File: config.mk
export PLATFORM = sky130hd
export DESIGN_NAME = ser_frame8
export DESIGN_NICKNAME = d
export VERILOG_FILES = /design/src/rtl/ser_frame8.sv
export SDC_FILE = /design/constraint.sdc
export NUM_CORES = 1
export LEC_CHECK = 0
export CAP_MARGIN = 0
export CORE_UTILIZATION = 45
export DETAILED_ROUTE_END_ITERATION = 8
export HOLD_SLACK_MARGIN = 0.02
export PLACE_DENSITY_LB_ADDON = 0.15
export SLEW_MARGIN = 20
export SYNTH_ARGS = -nofsm -noshare
export SYNTH_HDL_FRONTEND = slang
export SYNTH_SLANG_ARGS = --single-unit
File: constraint.sdc
create_clock -name clk -period 1.7 [get_ports clk]
set_input_delay 0.34 -clock clk [delete_from_list [all_inputs] [get_ports clk]]
set_output_delay 0.34 -clock clk [all_outputs]
set_load 0.02 [all_outputs]
File: src/rtl/ser_frame8.sv
// Frame serializer: start bit, 8 data bits, optional even parity, stop bit,
// each held CLKS_PER_BIT cycles on a registered, idle-high line.
module ser_frame8 #(
  parameter int CLKS_PER_BIT = 1,
  parameter int PARITY_EN    = 1,
  parameter int MSB_FIRST    = 0
) (
  input  logic       clk,
  input  logic       rst,
  input  logic [7:0] data,
  input  logic       load,
  output logic       ready,
  output logic       ser_out,
  output logic       busy,
  output logic       done
);

  typedef enum logic [2:0] {
    IDLE,
    START,
    DATA,
    PARITY,
    STOP
  } state_t;

  localparam logic [7:0] CNT_LAST = 8'(CLKS_PER_BIT - 1);

  state_t     state_q, state_d;
  logic [7:0] cnt_q, cnt_d;
  logic [2:0] idx_q, idx_d;
  logic [7:0] word_q, word_d;
  logic       ser_q, ser_d;
  logic       done_q, done_d;
  logic       bit_end;

  function automatic logic pick_bit(input logic [7:0] w, input logic [2:0] i);
    if (MSB_FIRST != 0) return w[3'd7 - i];
    else                return w[i];
  endfunction

  assign bit_end = (cnt_q == CNT_LAST);

  // ser_d is the value the line carries in the state being entered, so the
  // output stays a plain register with no combinational path to the pin.
  always_comb begin
    state_d = state_q;
    cnt_d   = cnt_q;
    idx_d   = idx_q;
    word_d  = word_q;
    ser_d   = ser_q;
    done_d  = 1'b0;

    if (state_q != IDLE) cnt_d = bit_end ? 8'd0 : cnt_q + 8'd1;

    unique case (state_q)
      IDLE: begin
        ser_d = 1'b1;
        if (load) begin
          state_d = START;
          word_d  = data;
          cnt_d   = 8'd0;
          idx_d   = 3'd0;
          ser_d   = 1'b0;
        end
      end
      START: begin
        if (bit_end) begin
          state_d = DATA;
          idx_d   = 3'd0;
          ser_d   = pick_bit(word_q, 3'd0);
        end
      end
      DATA: begin
        if (bit_end) begin
          if (idx_q == 3'd7) begin
            if (PARITY_EN != 0) begin
              state_d = PARITY;
              ser_d   = ^word_q;
            end else begin
              state_d = STOP;
              ser_d   = 1'b1;
            end
          end else begin
            idx_d = idx_q + 3'd1;
            ser_d = pick_bit(word_q, idx_q + 3'd1);
          end
        end
      end
      PARITY: begin
        if (bit_end) begin
          state_d = STOP;
          ser_d   = 1'b1;
        end
      end
      STOP: begin
        if (bit_end) begin
          state_d = IDLE;
          ser_d   = 1'b1;
          done_d  = 1'b1;
        end
      end
      default: begin
        state_d = IDLE;
        ser_d   = 1'b1;
      end
    endcase
  end

  always_ff @(posedge clk) begin
    if (rst) begin
      state_q <= IDLE;
      cnt_q   <= 8'd0;
      idx_q   <= 3'd0;
      word_q  <= 8'd0;
      ser_q   <= 1'b1;
      done_q  <= 1'b0;
    end else begin
      state_q <= state_d;
      cnt_q   <= cnt_d;
      idx_q   <= idx_d;
      word_q  <= word_d;
      ser_q   <= ser_d;
      done_q  <= done_d;
    end
  end

  assign ready   = (state_q == IDLE);
  assign busy    = (state_q != IDLE);
  assign ser_out = ser_q;
  assign done    = done_q;

endmodule

==> impl_metrics.ini, run 1 <==
[worst_setup_path]
cp_num_cells = 7
r2r_setup_slack_ps = 40
worst_r2r_path_depth = 7
arrival_ps = 1890
path_class = reg2reg
critical_path_required_ps = 1930
reg2reg_to = state_q[0]$_SDFFE_PP0P_
end_kind = flop
crit_path_start = idx_q[0]$_SDFFE_PP0P_
cp_num_buf_inv = 0
crit_family = simple AND/OR/NAND/NOR gates
reg2reg_from = idx_q[0]$_SDFFE_PP0P_
crit_fanout = 2
path_cells = ha_4 > ha_4 > or4b_4 > nand3_2 > a21oi_2 > mux2i_1 > nor2_1
cp_slowest_cell = or4b_4
path_common_cell = ha_4
slowest_delay_ps = 530
start_kind = flop

[yosys]
synthAdderAreaFrac_pct = 3.70
seq_area_frac_synth_pct = 35.5
ys_ff_latch = 24
syn_nets = 171
synth_cells = 156
syn_avg_cell_area_um2 = 8.67
ys_warn_count = 0
synth_area_mm2 = 0.00135
async_reset_ff_share_pct = 0
synth_top_area_cell = dfxtp_1
yosys.area_share.simple_pct = 28.5
synth.distinct_cells = 46
yosysMostFrequentCell = dfxtp_1
synthTopCellsByArea = dfxtp_1 36%, a21oi_1 6.7%, nand2_1 6.4%, xnor2_1 5.2%, ha_1 3.7%
synth-main-ff-cell = dfxtp_1
yosysTopAreaCellShare_pct = 35.5
yosys.area_share.xor_xnor_pct = 5.83
synth_top_family_by_area = simple AND/OR/NAND/NOR gates
synth.top_cells.by_count = 24 x dfxtp_1, 23 x nand2_1, 18 x a21oi_1
synth_edf_count = 0
synth_compound_area_share_pct = 15.0
synthMuxAreaShare_pct = 6.29

[clock_network]
clockBufferDepth = 2
cts_tree = built
cts_buffers = 3
htreeDepth = 1
cts_root_buf = clkbuf_4
clkTransAtPathRegs_ps = 150
clkLatencyLatePin_ps = 330
holdBufCountCts = 0
cts.sinks = 24

[sta]
grt_setup_unrepaired = yes
worst_slew_pin_slew_ps = 451
period_needed_ps = 1660
finalSetupViolCount = 0
fin_crit_sh_pct = 97.8
layout_setup_ws_ps = 38.1
fin_skew_ps = 11.5
timing.fmax_mhz = 602
slew_headroom_pct = 69.8
hold_viol = 0
drv_slew = 0

[place]
dp_slack_ps = -19.3
gp_congestion = 0.787
io_buffers = 14
dp_hpwl_um = 2140

[route]
first_pass_iters = 6
drtAntennaViolNets = 0
via_per_inst = 5.49
drc = 2
vias = 1180
totalWireLength_um = 2930
wire_per_inst_um = 13.6
drtIter0Drc = 41

[outcome]
violations = DRC
status = complete, but fails checks

[worst_hold_path]
hold_start = word_q[2]$_SDFFE_PP0P_
hold_depth = 2
min_to = word_q[2]$_SDFFE_PP0P_
holdCritPathClass = reg2reg

[finish]
layout-drive-gt1-share_pct = 25.0
final_util_pct = 61.2
antennaDiodeCount = 0
syn_to_final_growth_pct = 26.9
nNetsFinal = 200

[pwr]
power_density_mw_per_mm2 = 1270
leakage_nw = 0.662
peakVddDrop_v = 0.000588
power_mw = 2.18

[global_route]
grt-ovfl-total = 0
grt_antenna_before_repair = 0
grt_max_degree = 15
grt_pass1_wl_um = 4580
grt_pass1_vias = 1009
grtUsageTotal_pct = 18.6

[floorplan]
die_h_um = 56.8
rows = 19
core-area_mm2 = 0.00281
dieArea_mm2 = 0.00323
die_w_um = 56.8
pin_count = 15
initial_core_util_pct = 48.2

[flow_run]
max_cap_viol_count = 0
cells in the final DEF, fill, tap and decap left out, drive strengths merged, types with 2 or more instances in the layout:
master,synthesis,final
nor2,12,12
nor4b,2,2
mux4,2,2
a21oi,19,19
nor3,6,6
ha,4,4
and3,2,2
nand2,24,24
inv,3,3
and2,2,2
clkdlybuf4s50,0,12
or3,2,2
mux2i,4,4
buf,4,19
xnor2,8,8
nor3b,2,2
dfxtp,24,24
nand3b,3,3
clkbuf,3,3
nand2b,4,4
a21o,2,2
o21ai,5,5
nand3,5,5
routing by layer:
layer | part of all wire, % | vias up | global-route usage, %
li1 | - | 599 | -
met1 | 52 | 559 | 27.7
met2 | 45 | 17 | 26.9
met3 | 2.1 | 5 | 2.07
met4 | 1.6 | 0 | 8.36
met5 | 0 | - | 0
state kept, by name, indices dropped and copies added, names as in the netlist:
signal / count
done: 1
ser_out: 1
word_q: 8
idx_q: 3
cnt_q: 8
state_q: 3
where the power goes:
| group | switching (mW) | internal (mW) | leakage (nW) | total, mW |
|---|---|---|---|---|
| Sequential | 0.0597 | 0.640 | 0.197 | 0.700 |
| Clock | 0.187 | 0.239 | 0.0279 | 0.426 |
| Combinational | 0.562 | 0.489 | 0.438 | 1.05 |
| Total | 0.809 | 1.37 | 0.662 | 2.18 |
cells by family (layout without fill, tap and decap cells):
group,count (synthesis),count (layout)
compound gates,34,34
xor+xnor,9,9
fa+ha+maj,4,4
buf+inv,11,39
flops,24,24
mux,6,6
simple gates,68,68
layout make-up:
class	instances	area, um2
Multi-Input combinational cell	121	863
Sequential cell	24	484
Clock inverter	1	30.0
Timing Repair Buffer	31	258
Inverter	4	20.0
Clock buffer	3	22.5
Fill cell	252	1090
Tap cell	31	38.8
metrics by stage:
stage          instances  hold WS [ps]  TNS [ps]  instance area, um2
4_1_cts              213           497         0                1660
2_1_floorplan        156           417         0                1350
5_1_grt              215           528     -61.9                1720
3_3_place_gp         207           470         0                1580
3_5_place_dp         207           478     -19.3                1580
6_report             215           498         0                1720
tightest hold or removal path, stage by stage, from the launching register on:
cell     delay (ps)
dfxtp_1         360
nand2_1          60
a21oi_1          50
worst max-delay path by stage:
stage,to
after global placement,ser_out$_SDFFE_PP1P_
after floorplan,ser_out$_SDFFE_PP1P_
after CTS,state_q[0]$_SDFFE_PP0P_
after detailed placement,ser_out$_SDFFE_PP1P_
after global routing,idx_q[2]$_SDFFE_PP0P_
final,state_q[0]$_SDFFE_PP0P_
what timing repair did:
item                                    in CTS  in global routing
endpoints found under the setup margin       4                  9
gates resized for setup                     11                 11
pin swaps                                    1                  6
hold endpoints to repair                     0                  0
buffers inserted                             2                  2
No activity file was read; power rests on OpenSTA's default activity.
==> run 2: changes to the inputs <==
--- a/config.mk
+++ b/config.mk
@@ -10,6 +10,7 @@
 export DETAILED_ROUTE_END_ITERATION = 8
 export HOLD_SLACK_MARGIN = 0.02
 export PLACE_DENSITY_LB_ADDON = 0.15
+export REMOVE_ABC_BUFFERS = 1
 export SLEW_MARGIN = 20
 export SYNTH_ARGS = -nofsm -noshare
 export SYNTH_HDL_FRONTEND = slang
==> run 2 against run 1 <==
First-iteration DRC count down 44%. Sequential power hardly changed. Largest cell class unchanged. Hold slack lost 1.6 ps. The flow now finishes without violations. Critical endpoint is now ser_out$_SDFFE_PP1P_. Clock skew is 5.5 ps lower. Sequential cell count unchanged. Register-to-register slack is essentially flat. Worst setup slack better by 3.1 ps. Wire length down 0.34%. Sequential share of layout area is 1.1 points higher. Critical path depth is 2 lower.
==> impl_metrics.ini, run 2 (synthesis gave the netlist of run 1 again) <==
[outcome]
status = finished clean

[worst_setup_path]
reg2reg_to = ser_out$_SDFFE_PP1P_
arrival_ps = 1860
critical_path_required_ps = 1910
reg2reg_from = idx_q[0]$_SDFFE_PP0P_
path_class = reg2reg
worst_r2r_path_depth = 5
crit_fanout = 2
start_kind = flop
end_kind = flop
r2r_setup_slack_ps = 40

[sta]
hold_viol = 0
drv_slew = 0
fin_crit_sh_pct = 97.6
grt_setup_unrepaired = yes
slew_headroom_pct = 75.2
worst_slew_pin_slew_ps = 371
finalSetupViolCount = 0
period_needed_ps = 1660
fin_skew_ps = 5.99
timing.hold.ws_ps = 496
timing.fmax_mhz = 603

[route]
drtAntennaViolNets = 0
via_per_inst = 5.56
drtIter0Drc = 23
wire_per_inst_um = 14.0
first_pass_iters = 4
vias = 1163
drc = 0
totalWireLength_um = 2920

[global_route]
grtUsageTotal_pct = 20.1
grt_max_degree = 17
grt_pass1_vias = 1090
grt_pass1_wl_um = 5060
grt_antenna_before_repair = 0
grt-ovfl-total = 0

[worst_hold_path]
hold_start = word_q[7]$_SDFFE_PP0P_
holdCritPathClass = reg2reg
hold_depth = 2
min_to = word_q[7]$_SDFFE_PP0P_

[place]
io_buffers = 14
dp_hpwl_um = 2170
gp_congestion = 0.807

[clock_network]
clkLatencyLatePin_ps = 310
clkTransAtPathRegs_ps = 130
clockBufferDepth = 2
cts.sinks = 24
cts_root_buf = clkbuf_4
cts_setup_buffers = 0
cts_tree = built
htreeDepth = 1
cts_buffers = 3

[pwr]
power_density_mw_per_mm2 = 1210
peakVddDrop_v = 0.000870
power_mw = 2.00
leakage_nw = 0.627

[floorplan]
pin_count = 15
die_h_um = 56.8
rows = 19
core-area_mm2 = 0.00281
dieArea_mm2 = 0.00323
die_w_um = 56.8
initial_core_util_pct = 48.2

[finish]
antennaDiodeCount = 0
num-fill-cells = 263
final_common_cell = nand2_1
syn_to_final_growth_pct = 22.2
reg_top3 = cnt_q (8), word_q (8)
layout-drive-gt1-share_pct = 21.9
nNetsFinal = 195
final_cell_mix = 23 x nand2_1, 21 x dfxtp_1, 16 x a21oi_1

[flow_run]
max_cap_viol_count = 0
==> run 2: through the flow <==
| stage | util, % | area [um2] | TNS (ps) | instances | worst slack, ps |
|---|---|---|---|---|---|
| floorplan | - | 1300 | 0 | 149 | 4.02 |
| global placement | 56.0 | 1570 | 0 | 206 | 19.3 |
| detailed placement | 56.0 | 1570 | -12.3 | 206 | -12.3 |
| CTS | 57.1 | 1600 | 0 | 209 | 7.31 |
| global route | 58.9 | 1650 | -93.4 | 209 | -38.7 |
| finish | 58.9 | 1650 | 0 | 209 | 41.2 |
==> run 2: how the worst max path moves through the flow <==
stage	from	endpoint	slack (ps)	cells past startpoint
CTS	idx_q[0]$_SDFFE_PP0P_	ser_out$_SDFFE_PP1P_	7	5
detailed placement	idx_q[0]$_SDFFE_PP0P_	ser_out$_SDFFE_PP1P_	-10	5
finish	idx_q[0]$_SDFFE_PP0P_	ser_out$_SDFFE_PP1P_	40	5
global placement	state_q[1]$_SDFFE_PP0P_	ready	20	3
global route	idx_q[0]$_SDFFE_PP0P_	ser_out$_SDFFE_PP1P_	-40	5
floorplan	idx_q[0]$_SDFFE_PP0P_	ser_out$_SDFFE_PP1P_	4	5
==> run 2: final cells by class <==
type / instances / area (um2) / area share (%)
Multi-Input combinational cell: 121 / 861 / 52.1
Sequential cell: 24 / 484 / 29.3
Timing Repair Buffer: 26 / 226 / 13.7
Tap cell: 31 / 38.8 / 2.35
Clock buffer: 3 / 22.5 / 1.36
Inverter: 4 / 20.0 / 1.21
==> run 2: routing by layer <==
layer	vias to the layer above	global-route usage [%]	share of wire [%]
li1	594	-	-
met1	552	27.0	47
met2	15	33.3	50
met3	2	4.84	2.5
met4	0	3.14	0.72
met5	-	0	0
==> run 2: timing repair <==
action / CTS / global route
endpoints found under the setup margin: 3 / 9
resized for setup: 8 / 12
hold endpoints to repair: 0 / 0
pin swaps: 1 / 1
hold buffers: 0 / 0
==> run 2: power breakdown <==
group          internal, mW  switching [mW]  leakage [nW]  total [mW]
Combinational         0.489           0.560         0.417        1.05
Sequential            0.640          0.0600         0.197       0.700
Clock                0.0828           0.164        0.0138       0.247
==> run 2: critical path, stage by stage (launching register included) <==
cell and delay (ps):
dfxtp_2 360, ha_4 270, mux4_2 500, o311ai_2 220, a211o_1 130, nand3_1 80
